===== config.mk =====
export PLATFORM = sky130hd
export DESIGN_NAME = bird_column
export DESIGN_NICKNAME = d
export VERILOG_FILES = /design/src/rtl/bird_column.sv
export SDC_FILE = /design/constraint.sdc
export NUM_CORES = 1
export LEC_CHECK = 0
export BUFFER_PORTS_ARGS = -buffer_cell sky130_fd_sc_hd__buf_2
export CAP_MARGIN = 15
export CORE_MARGIN = 2
export CORE_UTILIZATION = 51
export CTS_CLUSTER_DIAMETER = 120
export DETAILED_ROUTE_END_ITERATION = 8
export PLACE_DENSITY = 0.74
export REMOVE_ABC_BUFFERS = 1
export SLEW_MARGIN = 20
export SYNTH_ARGS = -nofsm -noshare
export SYNTH_HDL_FRONTEND = slang
export SYNTH_SLANG_ARGS = --single-unit
export TNS_END_PERCENT = 20

===== constraint.sdc =====
create_clock -name clk -period 3.01 [get_ports clk]
set_clock_uncertainty 0.15 [all_clocks]
set_input_delay 0.4515 -clock clk [delete_from_list [all_inputs] [get_ports clk]]
set_output_delay 0.4515 -clock clk [all_outputs]
set_load 0.02 [all_outputs]

===== src/rtl/bird_column.sv =====
// bird_column: one-hot bird row for one LED column; push jumps up, divided gravity drops, ground hit freezes until restart.
// All outputs registered, 1-cycle latency, no backpressure; optional BIRD_CEILING_CRASH_EN makes a top-saturating push crash.
module bird_column #(
    parameter int HEIGHT    = 16,
    parameter int START_POS = 10,
    parameter int JUMP      = 1,
    parameter int FALL_DIV  = 1
) (
    input  logic                      clk,
    input  logic                      reset,
    input  logic                      push,
    input  logic                      fall,
    input  logic                      restart,
    output logic [HEIGHT-1:0]         lights,
    output logic [$clog2(HEIGHT)-1:0] pos,
    output logic                      crashed
);
    localparam int POS_W = $clog2(HEIGHT);
    localparam logic [POS_W-1:0]  START_P  = POS_W'(START_POS);
    localparam logic [POS_W-1:0]  JUMP_P   = POS_W'(JUMP);
    localparam logic [POS_W-1:0]  BOTTOM   = POS_W'(HEIGHT - 1);
    localparam logic [3:0]        LAST_CNT = 4'(FALL_DIV - 1);
    localparam logic [HEIGHT-1:0] ONE      = {{(HEIGHT-1){1'b0}}, 1'b1};

    typedef enum logic {PLAY, CRASHED} state_t;

    state_t           state, nxt_state;
    logic [3:0]       div_cnt, nxt_cnt;
    logic [POS_W-1:0] nxt_pos;

    always_comb begin
        nxt_state = state;
        nxt_cnt   = div_cnt;
        nxt_pos   = pos;
        case (state)
            PLAY: begin
                if (push) begin
                    nxt_cnt = '0;
                    if (pos >= JUMP_P) begin
                        nxt_pos = pos - JUMP_P;
                    end else begin
                        nxt_pos = '0;
`ifdef BIRD_CEILING_CRASH_EN
                        nxt_state = CRASHED;
`endif
                    end
                end else if (fall) begin
                    if (div_cnt == LAST_CNT) begin
                        nxt_cnt = '0;
                        // A drop from the ground row is the crash; the bird stays visible there.
                        if (pos == BOTTOM) begin
                            nxt_state = CRASHED;
                        end else begin
                            nxt_pos = pos + POS_W'(1);
                        end
                    end else begin
                        nxt_cnt = div_cnt + 4'd1;
                    end
                end
            end
            CRASHED: begin
                if (restart) begin
                    nxt_state = PLAY;
                    nxt_pos   = START_P;
                    nxt_cnt   = '0;
                end
            end
            default: nxt_state = PLAY;
        endcase
    end

    always_ff @(posedge clk) begin
        if (!reset) begin
            state   <= PLAY;
            pos     <= START_P;
            lights  <= ONE << START_P;
            crashed <= 1'b0;
            div_cnt <= '0;
        end else begin
            state   <= nxt_state;
            pos     <= nxt_pos;
            lights  <= ONE << nxt_pos;
            crashed <= (nxt_state == CRASHED);
            div_cnt <= nxt_cnt;
        end
    end
endmodule


==> results_dict.tcl, run 1 <==
set metrics [dict create \
    p_leak_nw 0.5604 \
    critPathCaptureType "flop" \
    grt_pass1_wl_um 3753 \
    cts.repair.resized 0 \
    switching_power_mw 0.2025 \
    clk_latency_ns 0.32 \
    synth-edff-count 0 \
    dp.cells 168 \
    slew_headroom 0.6917 \
    fin_tns_setup_ns 0 \
    die_h_um 50.49 \
    fp-row-count 16 \
    yosysUniqueCellTypes 44 \
    post-route-util 0.6413 \
    nets 156 \
    pwr-share-clk 0.231 \
    placedInstanceArea_mm2 0.001254 \
    cts_tree "yes" \
    start_util 0.5506 \
    numCtsBuffers 3 \
    synthCells 118 \
    clkTransAtPathRegs_ns 0.13 \
    clockBufferDepth 2 \
    num_io_pins 26 \
    finalCritPeriodShare 0.8386 \
    drtAntennaViolNets 0 \
    hold_path_class "in -> reg" \
    grtUsageTotal 0.1917 \
    dp_hpwl_um 1656 \
    cts_root_buf "clkbuf_4" \
    drt_wl_total_um 2219 \
    worstSetupPathType "reg -> reg" \
    h-tree-depth 1 \
    drt-vias-per-instance 5.523 \
    drive_above_1_share 0.2552 \
    synth_area_mm2 0.001102 \
    die_area_mm2 0.002549 \
    hold_viol_final 0 \
    max_cap_violations 0 \
    start_kind "flop" \
    routedWlPerCell_um 12.90 \
    ys_ff_latch 25 \
    worst-path-max-fanout 7 \
    setup_viol 0 \
    p_seq_frac 0.557 \
    rsz0062_at_grt "no" \
    die_w_um 50.49 \
    yosysWarnings 0 \
    grt_overflow 0 \
    switching_share 0.3096 \
    cp_data_arrival_time_ns 2.64 \
    grt_max_degree 16 \
    yosysSeqAreaShare 0.4540 \
    required_ns 3.12 \
    synth.avg_cell_area_um2 9.342 \
    holdBufCountCts 0 \
    period_needed_ns 2.524 \
    cts.sinks 25 \
    fin_area_mm2 0.001284 \
    vdd_drop_max_mv 0.3294 \
    drt_iter0_markers 25 \
    fin_cells 172 \
    grt_pass1_vias 832 \
    tightest_slew_ns 0.4576 \
    powerDensity_mw_per_mm2 509.5 \
    post_cts_buffers 0 \
    synth-async-reset-ratio 0 \
    core_region_area_mm2 0.002002 \
    area_growth_pct 16.46 \
    antenna_cells 0 \
    p_comb_frac 0.212 \
    slew_viol_final 0 \
    grt_antenna_before_repair 0 \
    gp_congestion 0.9237 \
    drc 0 \
    vias 950 \
    synth_top_flop_cell "dfxtp_1" \
    first_pass_iters 4 \
    p_int_mw 0.4516 \
    max_freq_mhz 396.2 \
    numPortBuffers 25 \
    status "finished, final reports clean" \
]
-- area by class of cell --
type	instances	area [um^2]
timing repair buffer	25	125.1
clock inverter	1	7.507
clock buffer	3	22.52
inverter	6	22.52
tap	27	33.78
multi-input combinational	85	571.8
sequential	25	500.5
fill	171	718.2
-- logic make-up (layout without fill, tap and decap cells) --
family,Yosys count,in the layout,share of synthesized area
buffers and inverters,8,35,0.02724
xor gates and xnor gates,3,3,0.02384
DFF,25,25,0.4540
AOI/OAI and AO/OA,18,18,0.1226
adders and majority gates,5,5,0.05675
and+or+nand+nor,59,59,0.3156
-- power by group through the flow --
stage / registers [mW] / clock network (mW) / logic [mW]
floorplan: 0.389 / 0 / 0.0786
global route: 0.367 / 0.169 / 0.152
CTS: 0.364 / 0.154 / 0.139
detailed placement: 0.371 / 0 / 0.138
finish: 0.364 / 0.151 / 0.139
global placement: 0.370 / 0 / 0.136
-- cells in the mapped netlist, types with 2 or more instances --
cell type	count	area, um^2
dfxtp_1	25	500.5
nand2b_1	3	18.77
o21ai_0	4	20.02
nand3_1	4	20.02
a21oi_1	2	10.01
and2_1	2	12.51
ha_1	5	62.56
inv_1	6	22.52
and4_1	2	17.52
nand3b_1	2	15.01
xnor2_1	2	17.52
nor2_1	22	82.58
nand2_1	5	18.77
nor4_1	2	12.51
and4bb_2	2	25.02
clkbuf_1	2	7.510
-- layer usage --
layer / vias to the layer above / share of wire / GRT usage
met2: 25 / 0.48 / 0.3092
li1: 473 / - / -
met4: 0 / 0.0095 / 0.04054
met1: 450 / 0.47 / 0.2679
met5: - / 0 / 0
met3: 2 / 0.042 / 0.03571
-- flip-flops by register name, indices dropped and copies added (netlist names) --
signal and cells:
lights 16, div_cnt 4, pos 4, state 1
-- metrics by stage --
| step | hold slack (ns) | power, mW | setup slack [ns] |
|---|---|---|---|
| 3_5_place_dp | 0.3748 | 0.5085 | 0.5315 |
| 2_1_floorplan | 0.3401 | 0.4672 | 0.5248 |
| 5_1_grt | 0.2653 | 0.6884 | 0.3435 |
| 4_1_cts | 0.2453 | 0.6571 | 0.4725 |
| 3_3_place_gp | 0.3755 | 0.5060 | 0.5840 |
| 6_report | 0.2493 | 0.6541 | 0.4858 |
-- cells in the final DEF, fill, tap and decap left out, types with 2 or more instances in the layout --
| cell type | count |
|---|---|
| o21ai_0 | 4 |
| dfxtp_1 | 25 |
| inv_1 | 6 |
| and4_1 | 2 |
| a21oi_1 | 2 |
| nor2_1 | 22 |
| ha_1 | 5 |
| and4bb_2 | 2 |
| nand3_1 | 4 |
| nand3b_1 | 2 |
| buf_2 | 25 |
| nor4_1 | 2 |
| nand2_1 | 5 |
| and2_1 | 2 |
| clkbuf_4 | 3 |
| nand2b_1 | 3 |
| xnor2_1 | 2 |
-- critical path, cell delays in order, from the launching register on --
cell,delay (ns)
dfxtp_1,0.46
inv_1,0.12
ha_1,0.21
or4b_1,0.48
and3_4,0.21
o32a_1,0.37
or3_4,0.36
nor2_1,0.12
-- worst paths after layout --
kind,endpoint,startpoint,slack [ns],depth (start not counted)
setup / recovery,lights[12],pos[1],0.49,7
hold / removal,pos[3],reset,0.25,2
setup reg to reg,lights[12],pos[1],0.49,7
hold reg to reg,div_cnt[3],div_cnt[3],0.42,2
(Power assumes the default switching activity.)
==> inputs of run 2 (changes only) <==
Clock period 3.01 ns to 2.62 ns, I/O delays scaled along.
==> run 2 against run 1 <==
Net effect: fmax grew 2.8%; critical endpoint unchanged; largest power group unchanged; critical path type unchanged; sequential share of layout area down 0.28 points; sequential power grew 15%; register-to-register slack got worse by 0.32 ns; combinational power is 19% higher; count of clock-buffer cells in the layout did not move; die area is the same; hold slack got worse by 0.057 ns; critical path depth is the same.
==> results_dict.tcl, run 2 (synthesis results as in run 1) <==
set metrics [dict create \
    status "finished, final reports clean" \
    fin_tns_setup_ns 0 \
    worst-path-max-fanout 7 \
    drc 0 \
    area_growth_pct 17.59 \
    core_region_area_mm2 0.002002 \
    grt_pass1_vias 832 \
    worstSetupPathType "reg -> reg" \
    wl_met1_um 1053 \
    required_ns 2.73 \
    num_io_pins 26 \
    clockBufferDepth 2 \
    dp.cells 168 \
    dp_hpwl_um 1656 \
    largest_register_ffs 16 \
    rr_endpoint "lights[12]" \
    period_needed_ns 2.456 \
    hold_end "lights[10]" \
    drive_above_1_share 0.2621 \
    slew_viol_final 0 \
    grt_overflow 0 \
    grt_pass1_wl_um 3753 \
    nets 156 \
    critPathCaptureType "flop" \
    drt-vias-per-instance 5.477 \
    die_area_mm2 0.002549 \
    grt_max_degree 16 \
    wl_met2_um 1073 \
    largest-register "lights" \
    cp_data_arrival_time_ns 2.57 \
    clk_latency_ns 0.31 \
    first_pass_iters 5 \
    clkTransAtPathRegs_ns 0.13 \
    grt_antenna_before_repair 0 \
    hp-start "reset" \
    hold_path_class "in -> reg" \
    vdd_drop_max_mv 0.3767 \
    gp_congestion 0.9238 \
    largestRegisters "lights x16, div_cnt x4, pos x4" \
    route.top_layer_used "met4" \
    antenna_cells 0 \
    holdBufCountCts 0 \
    drtAntennaViolNets 0 \
    finalCritPeriodShare 0.9374 \
    fin_cells 172 \
    fin_area_mm2 0.001296 \
    fp-row-count 16 \
    die_w_um 50.49 \
    die_h_um 50.49 \
    whs_path_depth 2 \
    wl_met3_um 81 \
    cts.sinks 25 \
    routedWlPerCell_um 12.94 \
    vias 942 \
    numCtsBuffers 3 \
    max_freq_mhz 407.2 \
    start_kind "flop" \
    start_util 0.5506 \
    hold_viol_final 0 \
    drt_wl_total_um 2225 \
    cts_tree "yes" \
    mostFrequentLayoutCells "25 x buf_2, 24 x dfxtp_1, 22 x nor2_1, 6 x inv_1" \
    h-tree-depth 1 \
    numPortBuffers 25 \
    drt_iter0_markers 27 \
    fillers 170 \
    mostFrequentLayoutCell "buf_2" \
    tightest_slew_ns 0.4747 \
    cts_root_buf "clkbuf_4" \
    rr_worst_depth 7 \
    slew_headroom 0.6808 \
    grtUsageTotal 0.1917 \
    placedInstanceArea_mm2 0.001254 \
    powerDensity_mw_per_mm2 583.7 \
    holdWs_ns 0.1925 \
    r2r-start "pos[1]" \
    rrSetupSlack_ns 0.16 \
    p_leak_nw 0.5649 \
    setup_viol 0 \
    rsz0062_at_grt "no" \
    max_cap_violations 0 \
]
==> run 2: cell counts in the layout (fill, tap and decap cells not counted) <==
No cell type changed its count.
==> run 2: layout make-up <==
class	count	area [um^2]	share of cell area
multi-input cells	85	583.1	0.4498
clock buffers	3	22.52	0.01737
inverters	6	22.52	0.01737
flip-flops and latches	25	501.7	0.3871
repair buffers	25	125.1	0.09653
well taps	27	33.78	0.02606
clock inverters	1	7.507	0.005792
==> run 2: how the worst max path moves through the flow <==
stage,from,end,slack (ns)
6_report,pos[1],lights[12],0.16
2_1_floorplan,pos[1],lights[12],0.13
5_1_grt,pos[1],lights[12],0.08
3_5_place_dp,pos[1],lights[12],0.14
3_3_place_gp,pos[1],lights[4],0.19
4_1_cts,pos[1],lights[12],0.08
==> run 2: stage by stage <==
step / power [mW] / setup slack, ns / util
after floorplan: 0.5367 / 0.1348 / -
after global placement: 0.5813 / 0.1939 / 0.6263
after detailed placement: 0.5842 / 0.1415 / 0.6263
after CTS: 0.7549 / 0.08246 / 0.6413
after global routing: 0.7960 / 0.07688 / 0.6475
final: 0.7567 / 0.1640 / 0.6475
==> run 2: critical path, cell delays in order (launching register included) <==
cell	delay [ns]
dfxtp_2	0.41
inv_1	0.10
ha_1	0.20
or4b_1	0.48
and3_4	0.21
o32a_1	0.37
or3_4	0.36
nor2_1	0.12
==> run 2: where the power goes <==
group	internal (mW)	switching [mW]	total (mW)
sequential	0.400	0.0190	0.419
combinational	0.0635	0.101	0.165
clock	0.0583	0.115	0.173
total	0.522	0.235	0.757
==> run 2: what timing repair did <==
item	4_1_cts	5_1_grt
resized for setup	0	2
endpoints found under the setup margin	0	8
buffers inserted	0	0
==> run 2: routing by layer <==
| metal | up-vias | track usage |
|---|---|---|
| li1 | 475 | - |
| met1 | 442 | 0.2679 |
| met2 | 23 | 0.3092 |
| met3 | 2 | 0.03571 |
| met4 | 0 | 0.04054 |
| met5 | - | 0 |
==> inputs of run 3 (changes only) <==
Settings changed: CORE_MARGIN 2 to 10.
==> run 3 against run 2 <==
Net effect: worst setup slack got worse by 0.031 ns; register-to-register slack got worse by 0.03 ns; sequential power is essentially flat; via count fell by 0.96%; critical path depth stayed put; wire length grew 12%; highest routed layer unchanged.
==> results_dict.tcl, run 3 (synthesis results as in run 1) <==
set metrics [dict create \
    cp_slowest_cell "or4b_1" \
    grt_antenna_before_repair 0 \
    h-tree-depth 1 \
    fin_tns_setup_ns 0 \
    hold_path_class "in -> reg" \
    fp-row-count 16 \
    clk_latency_ns 0.32 \
    worstSetupPathType "reg -> reg" \
    finalCritPeriodShare 0.9493 \
    die_h_um 66.49 \
    worst-path-max-fanout 7 \
    crit_path_cell_trace "inv_1, ha_1, or4b_1, and3_4, o32a_1, or3_4, nor2_1" \
    fillers 179 \
    gp_congestion 0.9575 \
    grtUsageTotal 0.1137 \
    cp_data_arrival_time_ns 2.60 \
    clockBufferDepth 2 \
    drt_iter0_markers 43 \
    switching_share 0.3167 \
    whs_path_depth 2 \
    rr_worst_depth 7 \
    required_ns 2.73 \
    cts.sinks 25 \
    drc 0 \
    cts_root_buf "clkbuf_4" \
    placedInstanceArea_mm2 0.001254 \
    core_region_area_mm2 0.002002 \
    hold_viol_final 0 \
    area_growth_pct 17.59 \
    p_comb_frac 0.219 \
    grt_pass1_vias 895 \
    tightest_slew_ns 0.4460 \
    period_needed_ns 2.487 \
    num_io_pins 26 \
    first_pass_iters 4 \
    rsz0062_at_grt "no" \
    setup_viol 0 \
    cts_tree "yes" \
    slew_viol_final 0 \
    drive_above_1_share 0.2621 \
    largest-register "lights" \
    critPathCaptureType "flop" \
    critPathMaxStageDelay_ns 0.49 \
    start_util 0.5506 \
    p_seq_frac 0.548 \
    dp_hpwl_um 1926 \
    drt_wl_total_um 2499 \
    grt_overflow 0 \
    vias 933 \
    status "finished, final reports clean" \
    max_cap_violations 0 \
    vdd_drop_max_mv 0.3272 \
    largest_register_ffs 16 \
    switching_power_mw 0.2421 \
    numCtsBuffers 3 \
    mostFrequentLayoutCells "25 x buf_2, 24 x dfxtp_1, 22 x nor2_1, 6 x inv_1" \
    pwr-share-clk 0.233 \
    total_power_mw 0.7644 \
    routedWlPerCell_um 14.53 \
    powerDensity_mw_per_mm2 589.7 \
    holdBufCountCts 0 \
    die_area_mm2 0.004421 \
    numPortBuffers 25 \
    grt_max_degree 16 \
    grt_pass1_wl_um 4022 \
    start_kind "flop" \
    nets 156 \
    antenna_cells 0 \
    clkTransAtPathRegs_ns 0.15 \
    p_int_mw 0.5223 \
    die_w_um 66.49 \
    slew_headroom 0.6995 \
    holdWs_ns 0.1785 \
    fin_area_mm2 0.001296 \
    p_leak_nw 0.5649 \
    max_freq_mhz 402.1 \
    mostFrequentLayoutCell "buf_2" \
    largestRegisters "lights x16, div_cnt x4, pos x4" \
    drt-vias-per-instance 5.424 \
    drtAntennaViolNets 0 \
]
run 3: cell counts in the layout (fill, tap and decap cells not counted):
No cell type changed its count.
run 3: metrics by stage:
step | cells | setup WS [ns] | util
5_1_grt | 172 | 0.02907 | 0.6475
3_5_place_dp | 168 | 0.1400 | 0.6263
6_report | 172 | 0.1328 | 0.6475
4_1_cts | 172 | 0.08625 | 0.6413
2_1_floorplan | 116 | 0.1348 | -
3_3_place_gp | 168 | 0.1957 | 0.6263
run 3: final cells by class:
| class | count | area [um^2] | share of cell area |
|---|---|---|---|
| flip-flops and latches | 25 | 501.7 | 0.3871 |
| repair buffers | 25 | 125.1 | 0.09653 |
| inverters | 6 | 22.52 | 0.01737 |
| clock buffers | 3 | 22.52 | 0.01737 |
| multi-input cells | 85 | 583.1 | 0.4498 |
| well taps | 27 | 33.78 | 0.02606 |
| clock inverters | 1 | 7.507 | 0.005792 |
run 3: timing repair:
action                     in CTS  in global routing
gates resized for setup         0                  2
setup buffers                   0                  0
setup endpoints to repair       0                 11
run 3: layer usage:
layer	track usage	vias to the layer above	routed length, um
met5	0	-	0
met4	0.06545	0	39
met3	0.02843	6	160
met2	0.1818	31	1225
met1	0.1345	426	1073
li1	-	470	-
run 3: critical path: cells and delay by family, from the launching register on:
family	cells	cell delay [ns]
AOI/OAI and AO/OA	1	0.39
adders and majority gates	1	0.21
buffers and inverters	1	0.09
DFF	1	0.40
and+or+nand+nor	4	1.19
run 3: power by group through the flow:
stage	Clock [mW]	Combinational, mW	Sequential [mW]
2_1_floorplan	0	0.0903	0.446
3_3_place_gp	0	0.159	0.425
3_5_place_dp	0	0.161	0.426
4_1_cts	0.180	0.163	0.418
5_1_grt	0.198	0.182	0.423
6_report	0.178	0.168	0.419
run 3: path summary, 6_finish.rpt:
kind,from,to,slack (ns)
setup / recovery,pos[1],lights[4],0.13
hold reg to reg,div_cnt[3],div_cnt[3],0.42
hold / removal,reset,pos[3],0.18
setup reg to reg,pos[1],lights[4],0.13
